--- src/rtl/midi_uart_pkg.sv ---
// midi_uart_pkg: shared FSM state types, MIDI byte classes and tagging helpers.
package midi_uart_pkg;

    typedef enum logic [1:0] {RX_IDLE, RX_START, RX_DATA, RX_STOP} rx_state_t;
    typedef enum logic [1:0] {TX_IDLE, TX_START, TX_DATA, TX_STOP} tx_state_t;

    localparam logic [7:0] MIDI_STATUS_MIN = 8'h80;
    localparam logic [7:0] MIDI_EOX        = 8'hF7;
    localparam logic [7:0] MIDI_RT_MIN     = 8'hF8;

    // True for bytes that replace the running status (channel, system common, SysEx start).
    function automatic logic is_running_status(input logic [7:0] b);
        return (b >= MIDI_STATUS_MIN) && (b < MIDI_EOX);
    endfunction

endpackage

--- src/rtl/midi_sync_fifo.sv ---
// midi_sync_fifo: single-clock show-ahead FIFO; a push into a full FIFO succeeds
// only when a pop happens in the same cycle.
module midi_sync_fifo #(
    parameter int WIDTH = 8,
    parameter int DEPTH = 16
) (
    input  logic             clk,
    input  logic             rst_n,
    input  logic             push,
    input  logic [WIDTH-1:0] push_data,
    input  logic             pop,
    output logic [WIDTH-1:0] pop_data,
    output logic             full,
    output logic             empty
);
    localparam int AW = $clog2(DEPTH);

    logic [WIDTH-1:0] mem [DEPTH];
    logic [AW:0]      wr_ptr;
    logic [AW:0]      rd_ptr;
    logic             do_push;
    logic             do_pop;

    assign empty    = (wr_ptr == rd_ptr);
    assign full     = (wr_ptr[AW] != rd_ptr[AW]) && (wr_ptr[AW-1:0] == rd_ptr[AW-1:0]);
    assign do_pop   = pop && !empty;
    assign do_push  = push && (!full || do_pop);
    assign pop_data = mem[rd_ptr[AW-1:0]];

    // Pointer update; the extra MSB distinguishes full from empty.
    always_ff @(posedge clk or negedge rst_n) begin
        if (!rst_n) begin
            wr_ptr <= '0;
            rd_ptr <= '0;
        end else begin
            if (do_push) wr_ptr <= wr_ptr + 1'b1;
            if (do_pop)  rd_ptr <= rd_ptr + 1'b1;
        end
    end

    // Storage write; contents need no reset because empty gates every read.
    always_ff @(posedge clk) begin
        if (do_push) mem[wr_ptr[AW-1:0]] <= push_data;
    end

endmodule

--- src/rtl/midi_uart_fifo.sv ---
// midi_uart_fifo: oversampled single-clock MIDI UART with RX/TX FIFOs,
// glitch rejection, framing-error detection and running-status tagging.
module midi_uart_fifo
    import midi_uart_pkg::*;
#(
    parameter int CLK_HZ     = 50_000_000,
    parameter int BAUD       = 31250,
    parameter int OVERSAMPLE = 16,
    parameter int RX_DEPTH   = 16,
    parameter int TX_DEPTH   = 16
) (
    input  logic       reg_clk,
    input  logic       reset_reg_N,
    input  logic       midi_rxd,
    output logic       rx_valid,
    input  logic       rx_ready,
    output logic [7:0] rx_data,
    output logic [7:0] rx_status,
    output logic [7:0] rx_byte_nr,
    output logic       rx_overrun,
    output logic       rx_frame_err,
    input  logic       tx_valid,
    input  logic [7:0] tx_data,
    output logic       tx_ready,
    output logic       midi_txd,
    output logic       tx_busy
);
    localparam int TICK_HZ = BAUD * OVERSAMPLE;
    localparam int DIV     = (CLK_HZ + TICK_HZ / 2) / TICK_HZ;
    localparam int PW      = (DIV > 1) ? $clog2(DIV) : 1;
    localparam int TW      = $clog2(OVERSAMPLE);
    localparam logic [PW-1:0] PRE_LAST  = PW'(DIV - 1);
    localparam logic [TW-1:0] TICK_MID  = TW'(OVERSAMPLE / 2 - 1);
    localparam logic [TW-1:0] TICK_LAST = TW'(OVERSAMPLE - 1);

    if (DIV < 2) begin : g_div_check
        $error("midi_uart_fifo: clock divider below 2");
    end

    function automatic logic [7:0] sat_inc(input logic [7:0] v);
        return (v == 8'hFF) ? v : v + 8'd1;
    endfunction

    // ---------------- RX ----------------
    rx_state_t     rx_state, rx_next;
    logic          sync1, sync2, rxd_prev, rx_fall, rx_mid;
    logic [PW-1:0] rx_pre;
    logic [TW-1:0] rx_tick;
    logic [2:0]    rx_bit;
    logic [7:0]    rx_shreg, rx_byte_p1;
    logic          rx_restart, rx_shift, rx_push_stb, rx_ferr_stb, vld_p1;
    logic [7:0]    tag_status, tag_nr, status_nx, nr_nx;
    logic [23:0]   rx_head;
    logic          rx_full, rx_empty, rx_pop;

    assign rx_fall = rxd_prev & ~sync2;
    assign rx_mid  = (rx_pre == PRE_LAST) && (rx_tick == TICK_MID);
    assign rx_pop  = rx_ready && !rx_empty;

    // Two-flop synchroniser plus a delayed copy for falling-edge detection; idles high.
    always_ff @(posedge reg_clk or negedge reset_reg_N) begin
        if (!reset_reg_N) begin
            sync1    <= 1'b1;
            sync2    <= 1'b1;
            rxd_prev <= 1'b1;
        end else begin
            sync1    <= midi_rxd;
            sync2    <= sync1;
            rxd_prev <= sync2;
        end
    end

    // RX state register.
    always_ff @(posedge reg_clk or negedge reset_reg_N) begin
        if (!reset_reg_N) rx_state <= RX_IDLE;
        else              rx_state <= rx_next;
    end

    // RX next state: every decision is taken at the mid-bit sample point.
    always_comb begin
        rx_next     = rx_state;
        rx_restart  = 1'b0;
        rx_shift    = 1'b0;
        rx_push_stb = 1'b0;
        rx_ferr_stb = 1'b0;
        unique case (rx_state)
            RX_IDLE:  if (rx_fall) begin
                          rx_next    = RX_START;
                          rx_restart = 1'b1;
                      end
            RX_START: if (rx_mid) rx_next = sync2 ? RX_IDLE : RX_DATA;
            RX_DATA:  if (rx_mid) begin
                          rx_shift = 1'b1;
                          if (rx_bit == 3'd7) rx_next = RX_STOP;
                      end
            RX_STOP:  if (rx_mid) begin
                          rx_next     = RX_IDLE;
                          rx_push_stb = sync2;
                          rx_ferr_stb = ~sync2;
                      end
            default:  rx_next = RX_IDLE;
        endcase
    end

    // RX prescaler, tick and bit counters; realigned to each start edge.
    always_ff @(posedge reg_clk or negedge reset_reg_N) begin
        if (!reset_reg_N) begin
            rx_pre  <= '0;
            rx_tick <= '0;
            rx_bit  <= '0;
        end else if (rx_restart) begin
            rx_pre  <= '0;
            rx_tick <= '0;
            rx_bit  <= '0;
        end else begin
            if (rx_pre == PRE_LAST) begin
                rx_pre  <= '0;
                rx_tick <= (rx_tick == TICK_LAST) ? '0 : rx_tick + 1'b1;
            end else begin
                rx_pre <= rx_pre + 1'b1;
            end
            if (rx_shift) rx_bit <= rx_bit + 1'b1;
        end
    end

    // RX data shift (LSB first) and capture of the completed byte.
    always_ff @(posedge reg_clk) begin
        if (rx_shift)    rx_shreg   <= {sync2, rx_shreg[7:1]};
        if (rx_push_stb) rx_byte_p1 <= rx_shreg;
    end

    // Tag rules: new status resets the index, realtime leaves everything alone.
    always_comb begin
        status_nx = tag_status;
        nr_nx     = tag_nr;
        if (is_running_status(rx_byte_p1)) begin
            status_nx = rx_byte_p1;
            nr_nx     = 8'd0;
        end else if (rx_byte_p1 < MIDI_RT_MIN) begin
            nr_nx = sat_inc(tag_nr);
        end
    end

    // Push strobe stage, tag state and the one-cycle error pulses.
    always_ff @(posedge reg_clk or negedge reset_reg_N) begin
        if (!reset_reg_N) begin
            vld_p1       <= 1'b0;
            tag_status   <= 8'd0;
            tag_nr       <= 8'd0;
            rx_frame_err <= 1'b0;
            rx_overrun   <= 1'b0;
        end else begin
            vld_p1       <= rx_push_stb;
            rx_frame_err <= rx_ferr_stb;
            rx_overrun   <= vld_p1 && rx_full && !rx_pop;
            if (vld_p1) begin
                tag_status <= status_nx;
                tag_nr     <= nr_nx;
            end
        end
    end

    midi_sync_fifo #(.WIDTH(24), .DEPTH(RX_DEPTH)) u_rx_fifo (
        .clk       (reg_clk),
        .rst_n     (reset_reg_N),
        .push      (vld_p1),
        .push_data ({status_nx, nr_nx, rx_byte_p1}),
        .pop       (rx_pop),
        .pop_data  (rx_head),
        .full      (rx_full),
        .empty     (rx_empty)
    );

    assign rx_valid   = !rx_empty;
    assign rx_status  = rx_valid ? rx_head[23:16] : 8'd0;
    assign rx_byte_nr = rx_valid ? rx_head[15:8]  : 8'd0;
    assign rx_data    = rx_valid ? rx_head[7:0]   : 8'd0;

    // ---------------- TX ----------------
    tx_state_t     tx_state, tx_next;
    logic [PW-1:0] tx_pre;
    logic [TW-1:0] tx_tick;
    logic [2:0]    tx_bit;
    logic [7:0]    tx_shreg, tx_head;
    logic          tx_ps_tick, tx_bit_end, tx_pop, tx_full, tx_empty;

    assign tx_ps_tick = (tx_pre == PRE_LAST);
    assign tx_bit_end = tx_ps_tick && (tx_tick == TICK_LAST);
    assign tx_ready   = !tx_full;
    assign tx_busy    = (tx_state != TX_IDLE) || !tx_empty;

    midi_sync_fifo #(.WIDTH(8), .DEPTH(TX_DEPTH)) u_tx_fifo (
        .clk       (reg_clk),
        .rst_n     (reset_reg_N),
        .push      (tx_valid && tx_ready),
        .push_data (tx_data),
        .pop       (tx_pop),
        .pop_data  (tx_head),
        .full      (tx_full),
        .empty     (tx_empty)
    );

    // TX state register.
    always_ff @(posedge reg_clk or negedge reset_reg_N) begin
        if (!reset_reg_N) tx_state <= TX_IDLE;
        else              tx_state <= tx_next;
    end

    // TX next state: a pop starts a frame; STOP chains straight into the next one.
    always_comb begin
        tx_next = tx_state;
        tx_pop  = 1'b0;
        unique case (tx_state)
            TX_IDLE:  if (tx_ps_tick && !tx_empty) begin
                          tx_next = TX_START;
                          tx_pop  = 1'b1;
                      end
            TX_START: if (tx_bit_end) tx_next = TX_DATA;
            TX_DATA:  if (tx_bit_end && tx_bit == 3'd7) tx_next = TX_STOP;
            TX_STOP:  if (tx_bit_end) begin
                          if (!tx_empty) begin
                              tx_next = TX_START;
                              tx_pop  = 1'b1;
                          end else begin
                              tx_next = TX_IDLE;
                          end
                      end
            default:  tx_next = TX_IDLE;
        endcase
    end

    // TX prescaler, bit timing and serial output register.
    always_ff @(posedge reg_clk or negedge reset_reg_N) begin
        if (!reset_reg_N) begin
            tx_pre   <= '0;
            tx_tick  <= '0;
            tx_bit   <= '0;
            midi_txd <= 1'b1;
        end else begin
            tx_pre <= tx_ps_tick ? '0 : tx_pre + 1'b1;
            if (tx_pop)          tx_tick <= '0;
            else if (tx_ps_tick) tx_tick <= (tx_tick == TICK_LAST) ? '0 : tx_tick + 1'b1;
            if (tx_pop) begin
                midi_txd <= 1'b0;
            end else if (tx_bit_end) begin
                case (tx_state)
                    TX_START: begin
                        midi_txd <= tx_shreg[0];
                        tx_bit   <= '0;
                    end
                    TX_DATA: begin
                        midi_txd <= (tx_bit == 3'd7) ? 1'b1 : tx_shreg[0];
                        tx_bit   <= tx_bit + 1'b1;
                    end
                    default: midi_txd <= 1'b1;
                endcase
            end
        end
    end

    // TX shift register: loaded on pop, shifted as each data bit goes out.
    always_ff @(posedge reg_clk) begin
        if (tx_pop)
            tx_shreg <= tx_head;
        else if (tx_bit_end && (tx_state == TX_START || tx_state == TX_DATA))
            tx_shreg <= {1'b0, tx_shreg[7:1]};
    end

endmodule
--- config.mk ---
export PLATFORM = sky130hd
export DESIGN_NAME = midi_uart_fifo
export DESIGN_NICKNAME = d
export VERILOG_FILES = /design/src/rtl/midi_uart_pkg.sv /design/src/rtl/midi_sync_fifo.sv /design/src/rtl/midi_uart_fifo.sv
export SDC_FILE = /design/constraint.sdc
export NUM_CORES = 1
export LEC_CHECK = 0
export BUFFER_PORTS_ARGS = -buffer_cell sky130_fd_sc_hd__buf_2
export CORE_UTILIZATION = 45
export DETAILED_ROUTE_END_ITERATION = 8
export SLEW_MARGIN = 20
export SYNTH_ARGS = -nofsm -noshare
export SYNTH_HDL_FRONTEND = slang
export SYNTH_SLANG_ARGS = --single-unit
--- constraint.sdc ---
create_clock -name reg_clk -period 4.45 [get_ports reg_clk]
set_clock_uncertainty 0.05 [all_clocks]
set_input_delay 0.2225 -clock reg_clk [delete_from_list [all_inputs] [get_ports reg_clk]]
set_output_delay 0.2225 -clock reg_clk [all_outputs]
set_load 0.02 [all_outputs]
==> flow_summary.toml, run 1 <==
[placement]
gp_congestion = 0.740
hpwlAfterDp_mm = 26.9
io_buffers = 42

[global_route]
first_global_vias = 12400
grt_pass1_wl_mm = 76.6
grt_antenna_before_repair = 0
grt_overflow = 0
grt_use_total_pct = 18.6
grt_max_degree = 100

[setup_path]
timing.critical_path.cells = "buf_12 -> mux4_2 -> mux4_2 -> nor2b_1 -> buf_2"
slowest_stage = "dfrtp_4"
worst_ep_required_time_ns = 4.18
timing.rr.end = "u_rx_fifo.mem[11][12]$_DFFE_PP_"
reg2reg_depth = 5
worstPathMaxFanout = 42
rrSetupSlack_ns = 1.27
critPathLaunchType = "flip-flop"
worst_path_most_repeated_cell = "mux4_2"
arrival_ns = 3.27
setup.worst_path.end_class = "primary output"
critical_path_class = "reg2out"
r2r_start = "rx_byte_p1[7]$_DFFE_PP_"
slowest_delay_ns = 0.81

[power_and_ir_drop]
power_density_mw_per_mm2 = 532
p_leak_nw = 9.67
finalPower_mw = 14.8
vdd_drop_max_v = 0.000394

[die]
fp.dieW_um = 235
core_mm2 = 0.0538
start_util_pct = 45.5
dieArea_mm2 = 0.0554
rows = 85
io_pins = 43
die_h_um = 235

[synth]
yosysWarnings = 0
syn_area_mm2 = 0.0245
synth_nets = 1295
synth_area_leader_cell = "edfxtp_1"
ys_types = 56
ys_ff_latch = 611
ys_top_cells_by_area = "edfxtp_1, mux4_2, dfrtp_1, ha_1, mux2i_1"
synth.avg_cell_area_um2 = 19.5
synth-edff-count = 536
yosysTopAreaCellShare_pct = 65.7
yosys_most_used_dff = "edfxtp_1"
synthesis.instances = 1258
seq_area_frac_synth_pct = 73.4
async_flop_share_pct = 12.3

[sta]
finalSetupViolations = 0
fmax_mhz = 283
final.setup.tns_ns = 0
drv_slew = 0
worstMarginPinSlew_ns = 1.09
post-route-min-period_ns = 3.54
finalHoldViolations = 0
slew_headroom_pct = 27.1
rsz0062_at_grt = "false"
fin_crit_sh_pct = 79.5
hold_slack_ns = 0.0904

[clock_network]
cts_buffers = 66
postCtsResizedCells = 0
cts_tree = "done"
path_clk_slew_ns = 0.06
clk_latency_ns = 0.60
cts_buffer_depth = 3
cts_sinks = 611
root_buffer = "clkbuf_16"
postCtsSetupRepairBufs = 0
ctsHtreeMaxLevel = 3

[drt]
vias = 11800
route.met3.wl_mm = 2.22
ant_nets = 0
wl_mm = 50.0
wl_met1_mm = 22.0
top_layer_used = "met4"
first_iter_violations = 969
drt-pass1-iter-count = 5
post_drt_via_cell_ratio = 5.65
met2WireLength_mm = 24.6
route.detailed.wl_per_inst_um = 23.9
drcViolationCount = 0

[cells_and_area]
fin_nets = 1378
area_growth_pct = 13.7
diodes = 0
drive_gt1_share_pct = 26.2

[min_path]
hold_start = "tx_valid"
holdCritPathClass = "in2reg"
hold-path-cell-count = 3
holdPathEnd = "u_tx_fifo.wr_ptr[0]$_DFFE_PN0P_"

[outcome]
status = "complete, no violations"

[flow_run]
cap_violations = 0
[worst max-delay path by stage]
stage                                          startpoint                             end  slack [ns]
final                     u_rx_fifo.rd_ptr[0]$_DFFE_PN0P_                      rx_data[2]        0.91
after detailed placement  u_rx_fifo.rd_ptr[0]$_DFFE_PN0P_  u_rx_fifo.mem[2][19]$_DFFE_PP_        1.32
after global routing      u_rx_fifo.rd_ptr[0]$_DFFE_PN0P_                      rx_data[2]        0.75
after CTS                 u_rx_fifo.rd_ptr[0]$_DFFE_PN0P_                   rx_byte_nr[2]        0.83
after floorplan           u_rx_fifo.rd_ptr[0]$_DFFE_PN0P_   u_rx_fifo.mem[3][0]$_DFFE_PP_        0.94
after global placement    u_rx_fifo.rd_ptr[0]$_DFFE_PN0P_  u_rx_fifo.mem[2][22]$_DFFE_PP_        1.40
[power breakdown]
group | leakage, nW | switching (mW) | total [mW] | internal [mW]
sequential | 6.08 | 0.209 | 6.59 | 6.38
clock | 1.07 | 2.20 | 5.49 | 3.30
combinational | 2.52 | 1.40 | 2.73 | 1.32
[cell type report]
cell class,count,area [um2]
multi-input combinational,571,6210
sequential,611,18000
clock inverter,30,340
timing repair buffer,77,541
clock buffer,87,1850
fill,4239,26000
tap,696,871
inverter,14,52.6
[flip-flops by register name, summed over array words and instances, names as in the netlist, 2 cells and up, named ones only]
register          count
rx_bit                3
rx_byte_p1            8
rx_pre                7
rx_shreg              8
rx_tick               4
tag_nr                8
tag_status            8
tx_bit                3
tx_pre                7
tx_shreg              8
tx_state              2
tx_tick               4
u_rx_fifo.mem       384
u_rx_fifo.rd_ptr      5
u_rx_fifo.wr_ptr      5
u_tx_fifo.mem       128
u_tx_fifo.rd_ptr      5
u_tx_fifo.wr_ptr      5
[worst max-delay path, delay by kind of cell (launching register included)]
family	cells	cell delay, ns
mux	2	1.09
flops	1	0.81
buf+inv	2	0.53
simple gates	1	0.15
[cells in the mapped netlist (2+ instances only)]
library cell,n
o21ai_1,2
xor2_1,17
nand3_1,16
mux2i_1,26
buf_4,4
or2_2,2
mux2_2,11
and2_1,3
o21ai_0,14
and4_1,6
ha_1,24
inv_1,14
a211oi_1,3
clkbuf_1,26
mux4_2,147
nor2_1,65
buf_2,21
o21a_1,3
a21oi_1,12
o31ai_1,4
nand2b_1,6
nor4b_1,5
nor3_1,7
a21o_1,2
buf_6,6
a22oi_1,2
dfrtp_1,71
and3_1,28
nand4_1,11
a31oi_1,18
a21oi_2,6
o2bb2ai_1,2
dfstp_2,4
nand2_1,58
buf_1,4
nor2b_1,27
xnor2_1,27
edfxtp_1,536
[stage by stage]
step / cell area [um2] / cells / utilization, % / setup WS [ns]
floorplan: 24500 / 1258 / - / 0.938
global placement: 25600 / 1958 / 47.5 / 1.40
detailed placement: 25600 / 1958 / 47.5 / 1.32
CTS: 27900 / 2086 / 51.8 / 0.834
global route: 27900 / 2086 / 51.8 / 0.746
finish: 27900 / 2086 / 51.8 / 0.912
[metal layers]
layer  vias up  global-route usage (%)
met3        76                    3.10
met2       280                    30.2
met4         0                    6.26
met5         -                       0
met1      6210                    25.8
li1       5220                       -
[repair_timing]
action	CTS	global route
setup endpoints to repair	0	0
hold buffers	11	0
endpoints found under the hold margin	176	0
[cells in the final DEF, fill, tap and decap left out, types with 13 or more instances in the layout]
cell       synthesis  layout
o21ai_0           14      14
mux4_2           147     147
buf_2             21      41
and3_2             0      15
inv_1             14      14
xor2_1            17      17
dfrtp_1           71      65
ha_1              24      24
nor2b_1           27      27
a31oi_1           18      18
nand3_1           16      16
and3_1            28      13
xnor2_1           27      27
mux2i_1           26      26
edfxtp_1         536     536
buf_4              4      22
clkbuf_16          0      69
nor2_1            65      64
nand2_1           58      58
[cell families after synthesis]
group                    synth area share (%)
AO/OA/AOI/OAI                            2.14
buffers and inverters                    1.52
XOR/XNOR                                 1.64
flip-flops                               73.4
multiplexers                             15.1
adder cells (fa/ha/maj)                  1.23
AND/OR/NAND/NOR                          5.02
No activity file was read; power rests on OpenSTA's default activity.
==> inputs of run 2 (changes only) <==
clock period = 3.4 ns   (was 4.45 ns; I/O delays follow)
==> run 2 against run 1 <==
  * Sequential share of layout area is 1.0 points lower
  * Largest power group unchanged
  * Setup slack worse by 0.88 ns
  * Critical endpoint is now rx_status[6]
  * Power is 31% higher
  * Design area is 1.6% higher
  * Critical path depth stayed put
  * Final cell count is 1.5% higher
  * Largest cell class unchanged
==> flow_summary.toml, run 2 (synthesis results as in run 1) <==
[outcome]
status = "complete, no violations"

[die]
core_mm2 = 0.0538
die_h_um = 235
start_util_pct = 45.5
fp.dieW_um = 235
dieArea_mm2 = 0.0554
io_pins = 43
rows = 85

[sta]
final.setup.tns_ns = 0
finalHoldViolations = 0
drv_slew = 0
fmax_mhz = 297
worstMarginPinSlew_ns = 0.988
rsz0062_at_grt = "false"
post-route-min-period_ns = 3.37
finalSetupViolations = 0
slew_headroom_pct = 33.9
fin_crit_sh_pct = 99.1

[power_and_ir_drop]
comb_power_share_pct = 18.8
swShare_pct = 26.3
power_density_mw_per_mm2 = 685
clock_power_share_pct = 36.8
power.internal_mw = 14.3
p_seq_share_pct = 44.4
p_leak_nw = 9.86
p_switching_mw = 5.10
vdd_drop_max_v = 0.000574

[setup_path]
critical_path_class = "reg2out"
arrival_ns = 3.15
timing.critical_path.cells = "buf_12 -> mux4_2 -> mux4_2 -> nor2b_1 -> buf_2"
slowest_stage = "dfrtp_4"
setup.worst_path.end_class = "primary output"
worst_ep_required_time_ns = 3.18
critPathLaunchType = "flip-flop"
worstPathMaxFanout = 73
slowest_delay_ns = 0.71
worst_path_most_repeated_cell = "mux4_2"

[placement]
hpwlAfterDp_mm = 29.7
io_buffers = 42
gp_congestion = 0.758
place_inst = 1990

[cells_and_area]
final_core_util_pct = 52.6
n_fill_cell = 4202
fin_nets = 1406
final_cell_mix = "edfxtp_1, mux4_2, dfrtp_1"
layout_commonest_cell = "edfxtp_1"
largest_reg_flops = 384
area_growth_pct = 15.5
drive_gt1_share_pct = 28.4
fin_cells = 2118
regArea_mm2 = 0.0180
multi_input_area_mm2 = 0.00622
diodes = 0

[clock_network]
path_clk_slew_ns = 0.06
ctsHtreeMaxLevel = 2
cts_buffer_depth = 3
postCtsSetupRepairBufs = 0
cts_buffers = 61
root_buffer = "clkbuf_16"
clk_latency_ns = 0.65
cts_tree = "done"
postCtsResizedCells = 0
cts_sinks = 611

[global_route]
grt_max_degree = 74
grt_use_total_pct = 19.2
grt_antenna_before_repair = 0
grt_overflow = 0
grt_pass1_wl_mm = 79.2
first_global_vias = 12600

[drt]
route.detailed.wl_per_inst_um = 24.4
post_drt_via_cell_ratio = 5.66
wl_mm = 51.7
top_layer_used = "met4"
wl_met1_mm = 21.3
first_iter_violations = 958
met2WireLength_mm = 26.5
vias = 12000
ant_nets = 0
drcViolationCount = 0
drt-pass1-iter-count = 5
route.met3.wl_mm = 2.66

[flow_run]
cap_violations = 0

[min_path]
holdCritPathClass = "in2reg"
run 2: worst max-delay path, delay by kind of cell (launching register included):
kind | cells | cell delay, ns
and+or+nand+nor | 1 | 0.18
muxes | 2 | 0.90
buffers and inverters | 2 | 0.57
DFF | 1 | 0.71
run 2: worst paths after layout:
path / slack [ns] / startpoint / depth (start not counted) / endpoint
worst max-delay path: 0.03 / u_rx_fifo.rd_ptr[1]$_DFFE_PN0P_ / 5 / rx_status[6]
worst min-delay path: 0.15 / midi_rxd / 2 / sync1$_DFF_PN1_
worst max register to register: 0.66 / rx_byte_p1[4]$_DFFE_PP_ / 5 / u_rx_fifo.mem[9][15]$_DFFE_PP_
worst min register to register: 0.32 / sync1$_DFF_PN1_ / 0 / sync2$_DFF_PN1_
max in group asynchronous: 2.34 / reset_reg_N / 3 / sync1$_DFF_PN1_
min in group asynchronous: 0.16 / reset_reg_N / 2 / rx_frame_err$_DFF_PN0_
run 2: cell type report:
cell class / count / share of cell area, %
clock buffer: 74 / 5.74
timing repair buffer: 110 / 3.50
multi-input combinational: 571 / 22.0
inverter: 14 / 0.186
clock inverter: 42 / 1.91
tap: 696 / 3.08
sequential: 611 / 63.6
run 2: stage by stage:
step                worst slack (ns)  hold slack, ns  area (um2)  power (mW)
finish                        0.0323           0.152       28300        19.4
floorplan                      0.617          -0.176       24500        11.4
CTS                           0.0647           0.119       28300        19.6
global route                  0.0127           0.137       28300        20.1
detailed placement             0.554           0.231       26000        12.5
global placement               0.598           0.229       26000        12.5
run 2: power groups by stage:
stage	registers, mW	clock network (mW)	logic (mW)
global route	8.64	7.56	3.93
finish	8.62	7.13	3.65
CTS	8.62	7.27	3.74
detailed placement	8.77	0	3.72
global placement	8.76	0	3.70
floorplan	8.58	0	2.82
run 2: layer usage:
metal | GRT usage (%) | up-vias
met1 | 25.6 | 6309
met2 | 32.8 | 315
met5 | 0 | -
li1 | - | 5270
met3 | 2.97 | 88
met4 | 5.68 | 0
run 2: what timing repair did:
action / in CTS / in global routing
hold buffers: 12 / 0
hold endpoints to repair: 196 / 0
endpoints found under the setup margin: 0 / 0
